File: config.mk
export PLATFORM = sky130hd
export DESIGN_NAME = floppy_sd_arbiter
export DESIGN_NICKNAME = d
export VERILOG_FILES = /design/src/rtl/floppy_sd_arbiter.sv
export SDC_FILE = /design/constraint.sdc
export NUM_CORES = 1
export LEC_CHECK = 0
export ABC_AREA = 1
export CELL_PAD_IN_SITES_DETAIL_PLACEMENT = 0
export CELL_PAD_IN_SITES_GLOBAL_PLACEMENT = 1
export CORE_MARGIN = 4
export CORE_UTILIZATION = 26
export CTS_CLUSTER_SIZE = 12
export DETAILED_ROUTE_END_ITERATION = 16
export PLACE_DENSITY_LB_ADDON = 0.1
export SYNTH_ARGS = -nofsm -noshare
export SYNTH_HDL_FRONTEND = slang
export SYNTH_SLANG_ARGS = --single-unit
File: constraint.sdc
create_clock -name clk -period 1.5 [get_ports clk]
set_clock_uncertainty 0.1 [all_clocks]
set_input_delay 0.3 -clock clk [delete_from_list [all_inputs] [get_ports clk]]
set_output_delay 0.3 -clock clk [all_outputs]
set_load 0.02 [all_outputs]
File: src/rtl/floppy_sd_arbiter.sv
// floppy_sd_arbiter
// Shares one SD host block port between N floppy track-buffer clients.
// One client is granted per 512-byte sector transfer in round-robin order;
// ack, buffer write strobes and write data are routed to that client only.
// sd_buff_addr and sd_buff_dout fan out at the top level and never pass here.

module floppy_sd_arbiter #(
  parameter int N = 2  // number of clients, 1..4
) (
  input  logic            clk,
  input  logic            reset,
  // client side
  input  logic [32*N-1:0] cl_lba,
  input  logic [N-1:0]    cl_rd,
  input  logic [N-1:0]    cl_wr,
  output logic [N-1:0]    cl_ack,
  input  logic [8*N-1:0]  cl_buff_din,
  output logic [N-1:0]    cl_buff_wr,
  // host side
  output logic [31:0]     sd_lba,
  output logic            sd_rd,
  output logic            sd_wr,
  input  logic            sd_ack,
  input  logic            sd_buff_wr,
  output logic [7:0]      sd_buff_din,
  // status
  output logic            sd_busy,
  output logic [1:0]      gnt_idx
);

  // Arbiter states
  localparam logic [1:0] ST_IDLE    = 2'd0;  // searching for a pending client
  localparam logic [1:0] ST_ISSUE   = 2'd1;  // request asserted, waiting for ack
  localparam logic [1:0] ST_XFER    = 2'd2;  // host is moving the sector
  localparam logic [1:0] ST_RELEASE = 2'd3;  // one-cycle gap so the client sees ack fall

  localparam logic [1:0] LAST_IDX = 2'(N - 1);

  logic [1:0]   state;
  logic [1:0]   rr;          // first client examined by the next search
  logic [N-1:0] pending;
  logic         win_found;
  logic [1:0]   win_idx;
  logic [1:0]   cand;
  logic [31:0]  win_lba;
  logic         win_wr;
  logic [1:0]   rr_next;
  logic         granted;

  // (base + off) mod N, where base < N and off < N
  function automatic logic [1:0] wrap_add(input logic [1:0] base, input int off);
    int sum;
    sum = int'(base) + off;
    if (sum >= N) sum = sum - N;
    return 2'(sum);
  endfunction

  // Round-robin search: first pending client at or after rr wins
  always_comb begin
    // NOTE: every signal driven here gets a default first, so no path can
    // leave one unassigned and infer a latch.
    pending   = cl_rd | cl_wr;
    win_found = 1'b0;
    win_idx   = rr;
    cand      = rr;
    for (int k = 0; k < N; k++) begin
      cand = wrap_add(rr, k);
      for (int i = 0; i < N; i++) begin
        if (!win_found && (cand == 2'(i)) && pending[i]) begin
          win_found = 1'b1;
          win_idx   = cand;
        end
      end
    end
  end

  // Winner's LBA, direction and the pointer value following it
  always_comb begin
    win_lba = '0;
    win_wr  = 1'b0;
    for (int i = 0; i < N; i++) begin
      if (win_idx == 2'(i)) begin
        win_lba = cl_lba[32*i +: 32];
        win_wr  = cl_wr[i];
      end
    end
    rr_next = (win_idx == LAST_IDX) ? 2'd0 : win_idx + 2'd1;
  end

  // Grant FSM plus the registered host-side request, LBA and grant index
  always_ff @(posedge clk or posedge reset) begin
    // NOTE: sequential state uses non-blocking assignments so every register
    // sees the pre-edge value of every other, independent of statement order.
    if (reset) begin
      state   <= ST_IDLE;
      rr      <= 2'd0;
      gnt_idx <= 2'd0;
      sd_lba  <= 32'd0;
      sd_rd   <= 1'b0;
      sd_wr   <= 1'b0;
    end else begin
      case (state)
        ST_IDLE: begin
          if (win_found) begin
            gnt_idx <= win_idx;
            sd_lba  <= win_lba;
            // a client asking for both directions is served as a write
            sd_wr   <= win_wr;
            sd_rd   <= ~win_wr;
            rr      <= rr_next;
            state   <= ST_ISSUE;
          end
        end
        ST_ISSUE: begin
          if (sd_ack) begin
            sd_rd <= 1'b0;
            sd_wr <= 1'b0;
            state <= ST_XFER;
          end
        end
        ST_XFER: begin
          if (!sd_ack) state <= ST_RELEASE;
        end
        ST_RELEASE: begin
          state <= ST_IDLE;
        end
        default: begin
          state <= ST_IDLE;
        end
      endcase
    end
  end

  // Route ack, buffer strobe and write data to the granted client only
  always_comb begin
    granted     = (state == ST_ISSUE) || (state == ST_XFER);
    cl_ack      = '0;
    cl_buff_wr  = '0;
    sd_buff_din = 8'd0;
    for (int i = 0; i < N; i++) begin
      if (gnt_idx == 2'(i)) begin
        cl_ack[i]     = sd_ack & granted;
        cl_buff_wr[i] = sd_buff_wr & granted;
        sd_buff_din   = cl_buff_din[8*i +: 8];
      end
    end
  end

  assign sd_busy = (state != ST_IDLE);

endmodule

# [Word-level counts from Yosys, hierarchy flattened]
# Cells that the tools add are included.
[classes] n_shift=0 mux=30 add_sub_neg=4 mul=0 n_eq_ne=10 n_reduce_logical=21 div=0 n_lt_le_gt_ge=2 bitwise=4
[ops] op="$mux W32" n=2
[ops] op="$mux W2" n=10
[ops] op="$mux W8" n=2
[ops] op="$mux W1" n=13
[ops] op="$eq A2 B1 Y1 const B" n=5
[ops] op="$logic_not A2 Y1" n=5
[ops] op="$pmux W2 S4" n=1
[ops] op="$logic_and A1 B1 Y1" n=7
[ops] op="$ne A2 B2 Y1 const B" n=3
[ops] op="$reduce_and A3 Y1" n=2
[ops] op="$eq A2 B2 Y1 const B" n=2
[ops] op="$pmux W1 S2" n=2
[ops] op="$reduce_bool A2 Y1" n=2
[ops] op="$sub A2 B2 Y2 const B" n=2
[ops] op="$add A2 B1 Y3 const B" n=1
[ops] op="$ge A3 B2 Y1 const B" n=1
[ops] op="$logic_not A1 Y1" n=3
[ops] op="$add A2 B1 Y2 const B" n=1
[ops] op="$and A1 B1 Y1" n=2
[ops] op="$ge A2 B2 Y1 const B" n=1
[ops] op="$or A2 B2 Y2" n=1
[ops] op="$reduce_and A2 Y1" n=1
[ops] op="$logic_or A1 B1 Y1" n=1
[ops] op="$not A1 Y1" n=1
[totals] word_cells=77 regBits=40 memories=0 ram_bits=0 romBits=0 latchBits=0

# [Longest topological paths before layout]
[depth] depth_word=23 ltp_mapped=10 depth_no_buf=8

# [Least setup slack after synthesis]
# Ideal clock, no wire load.
[synth_timing] path_kind="register to output" start="register gnt_idx[0]" end="output cl_ack[1]" required_time_ps=1100 path_buffers=1 stages_incl_launch_ff=4 arrival_time_ps=1315 path_slack_ps=-215 cell_sequence="dfrtp_1 -> clkbuf_1 -> nand2_1 -> nor3_1"
[synth_via] elab_chain_cells=2
[synth_lines] element="start: declaration" line_no="28" rtl="output logic [1:0] gnt_idx"
[synth_lines] element="start signal: assignment" line_no="105" rtl="gnt_idx <= win_idx;"
[synth_lines] element="$eq A2 B1 Y1" line_no="141" rtl="if (gnt_idx == 2'(i)) begin"
[synth_lines] element="$mux W1" line_no="141"
[synth_lines] element="end: declaration" line_no="16" rtl="output logic [N-1:0] cl_ack,"
# Every way passes these cells.

# [Worst setup path in the final report]
[layout_timing] start="register state[0]" end="output cl_buff_wr[1]"
[layout_via] elab_chain_cells=4 word_cells_on_any_way=5 classes_between="eq/ne: 2; mux: 1; bitwise: 1; reduce/logical: 1"
[layout_lines] element="start: declaration" line_no="39" rtl="logic [1:0] state;"
[layout_lines] element="start signal: assignment" line_no="95" rtl="state <= ST_IDLE;"
[layout_lines] element="start signal: assignment" line_no="111" rtl="state <= ST_ISSUE;"
[layout_lines] element="start signal: assignment" line_no="118" rtl="state <= ST_XFER;"
[layout_lines] element="$eq A2 B1 Y1 / $eq A2 B2 Y1 (equally long branches)" line_no="136" rtl="granted = (state == ST_ISSUE) || (state == ST_XFER);"
[layout_lines] element="$logic_or A1 B1 Y1 (*)" line_no="136"
[layout_lines] element="$and A1 B1 Y1 (*)" line_no="143" rtl="cl_buff_wr[i] = sd_buff_wr & granted;"
[layout_lines] element="$mux W1 (*)" line_no="141"
[layout_lines] element="end: declaration" line_no="18" rtl="output logic [N-1:0] cl_buff_wr,"
# Mark *: on every way between the ends. The rest lies on a longest branch, timed or not.

==> metrics.txt <==
Setup crit end kind primary output; area share of the largest cell type after synthesis 41.47%; H-tree levels 2; max_cap viols 0; largest net degree at the start of global routing 41; Max IR drop VDD 0.6276 mV; YS warnings 0; CP Max Fanout 5; layout cell share with drive strength beyond 1 26.81%; synth top area cells dfrtp_1 41%, nand2_1 23%, nand3_1 11%, nand4_1 8.8%, buf_4 2.5%; Mapped Cells 341; Crit path arrival time about 1.3 ns; diodes inserted 0; switching power total ~3.8 mW; number of input and output port buffers inserted 136; Starting Density a little over a quarter; Placed Cells 589; Clock Sinks 40; worst hold path class in -> async; Setup WS pre-CTS -0.5377 ns; Pre-Repair DR Iteration Count 4; Post-DRT Antenna Nets 0; Post-DP HPWL 5941 um; Leak 2.539 nW; Placeable Area 8891 sq um; Sw Share between 40% and 50%; Seq cells post-synth 40; setup ws final -0.2042 ns; Die H 104.4 um; max_slew headroom a little over four fifths; Seq/Total Area, Yosys between 40% and 50%; Reg-to-Reg Start rr[1]$_DFFE_PP0P_; Avg Cell Area, Syn 7.078 sq um; CP startpoint kind register; Max Fclk between 500 and 600 MHz; TritonCTS clock tree yes; Crit Path Category reg -> out; Wirelength per Cell 15.57 um; CP max stage cell dfrtp_1; synthesis-to-finish area growth 106.3%; number of global-route vias before repair 2956; fin. max-slew vios 0; drt initial violations 86; DP Area 4100 sq um; post-route cell area 4980 sq um; Placer Congestion 0.7766; Finish-stage setup viols 12; DRC violations left 0; largest area contributor in the netlist dfrtp_1; CTS Buf Count 5; clock share of power a little over a tenth; share of total power in combinational logic 68.6%; Final #Nets 616; final-report hold violation count 0; outcome finished with violations; Clock transition at path regs 0.09 ns; mapped cell area 2414 sq um; vias per inst 4.756; CP Launch Point state[0]$_DFFE_PP0P_; first-pass GRT wire length 15350 um; via count 3015; clock buffer depth 2; final WL 9874 um; Pwr Density 1761 nW/um^2; initial antenna violation count 0; final core occ 56.01%; Layout Cells excl Fill 634; Int Pwr 4.977 mW; worst path cell trace inv_2 -> ha_4 -> inv_4 -> nor3_2 -> buf_4; die width roughly 100 um; Pwr Total 8.767 mW; RSZ-0062 raised after global routing true; fin crit share 113.6%; required time worst endpoint 1.10 ns; CP peak stage delay between 0.3 and 0.4 ns; Post-Syn Nets 432; Die Area 10890 sq um; crit path time final 1.704 ns; Distinct cells, synth 23; row count 34; failing checks setup timing; clock latency on the worst-skew pair 0.30 ns; Flop pwr share 20.7%; Worst-Margin Slew 0.2502 ns; overall routing resource usage 17.36%; I/O pin cnt roughly 140; CTS root buffer clkbuf_8; grt total ovfl 0
[cell usage after synthesis]
cell type	count
buf_4	8
inv_2	2
clkinv_1	2
inv_1	12
nor2_1	4
nand2_4	1
nand2_1	151
nand3_1	52
nand3_4	1
ha_1	3
buf_2	9
nand3_2	1
nor3_1	5
nor2_4	1
buf_1	2
o21ai_1	1
o21ai_0	2
o21ai_4	1
clkbuf_1	5
nand2_2	2
nand4_1	34
dfrtp_1	40
a21oi_1	2
[layout by cell type, fill, tap and decap left out, drive strengths merged]
cell type / count
nand2: 154
clkdlybuf4s50: 83
buf: 74
nand3: 54
dfrtp: 40
dlygate4sd2: 36
nand4: 34
inv: 15
clkbuf: 6
nor2: 5
nor3: 5
bufbuf: 4
o21ai: 4
ha: 3
clkinv: 3
clkdlybuf4s15: 2
a21oi: 2
bufinv: 1
clkinvlp: 1
[critical path: cells and delay by family (launching register included)]
family	cells	cell delay, ns
flops	1	0.37
simple gates	1	0.10
buf+inv	3	0.27
fa+ha+maj	1	0.27
[final timing paths]
path	slack, ns	cells after the start	to
min reg2reg	0.38	2	sd_lba[16]$_DFFE_PP0P_
max reg2reg	0.02	9	sd_lba[3]$_DFFE_PP0P_
min in group clk	0.29	4	sd_rd$_DFFE_PP0P_
max in group asynchronous	0.84	3	state[1]$_DFFE_PP0P_
max	-0.20	5	cl_buff_wr[1]
min	0.23	3	sd_lba[4]$_DFFE_PP0P_
[state kept, by name, indices dropped and copies added, names as in the netlist]
name	flops
gnt_idx	2
rr	2
sd_wr	1
sd_rd	1
sd_lba	32
state	2
[power groups by stage]
stage | Sequential, mW | Combinational, mW | Clock, mW
after floorplan | 2.33 | 2.03 | 0
after global placement | 1.81 | 4.88 | 0
after detailed placement | 1.83 | 4.90 | 0
after CTS | 1.81 | 5.70 | 0.970
after global routing | 1.86 | 6.54 | 1.02
final | 1.81 | 6.02 | 0.938
[metal layers]
metal | track usage, % | wire (um)
met1 | 23.63 | 4501
met4 | 2.754 | 55
met2 | 28.04 | 4599
met3 | 4.655 | 718
met5 | 0 | 0
[kinds of logic after synthesis]
logic type	share of synthesized area, %
and+or+nand+nor	47.33
buffers and inverters	7.932
DFF	41.47
AOI/OAI and AO/OA	1.711
adders and majority gates	1.555
[stage by stage]
step / hold WS (ns) / setup TNS, ns
6_report: 0.2315 / -1.760
5_1_grt: 0.2652 / -3.278
4_1_cts: 0.2491 / -1.750
3_5_place_dp: 0.3655 / -22.42
3_3_place_gp: 0.3610 / -21.30
2_1_floorplan: 0.3782 / -0.4438
[cell type report]
cell class              count  area, sq um
repair inverters            1        5.005
well taps                 108        135.1
inverters                  16        81.33
clock buffers               5        68.82
clock inverters             3        46.29
flip-flops and latches     40         1002
multi-input cells         261         1444
fillers                   845         3911
repair buffers            200         2197
[timing repair]
action / in CTS / in global routing
hold buffers: 0 / 0
buffers inserted: 13 / 18
gates cloned: 10 / 1
gates resized for setup: 156 / 47
endpoints found under the setup margin: 84 / 47
pin swaps: 14 / 28
(Power assumes the default switching activity.)
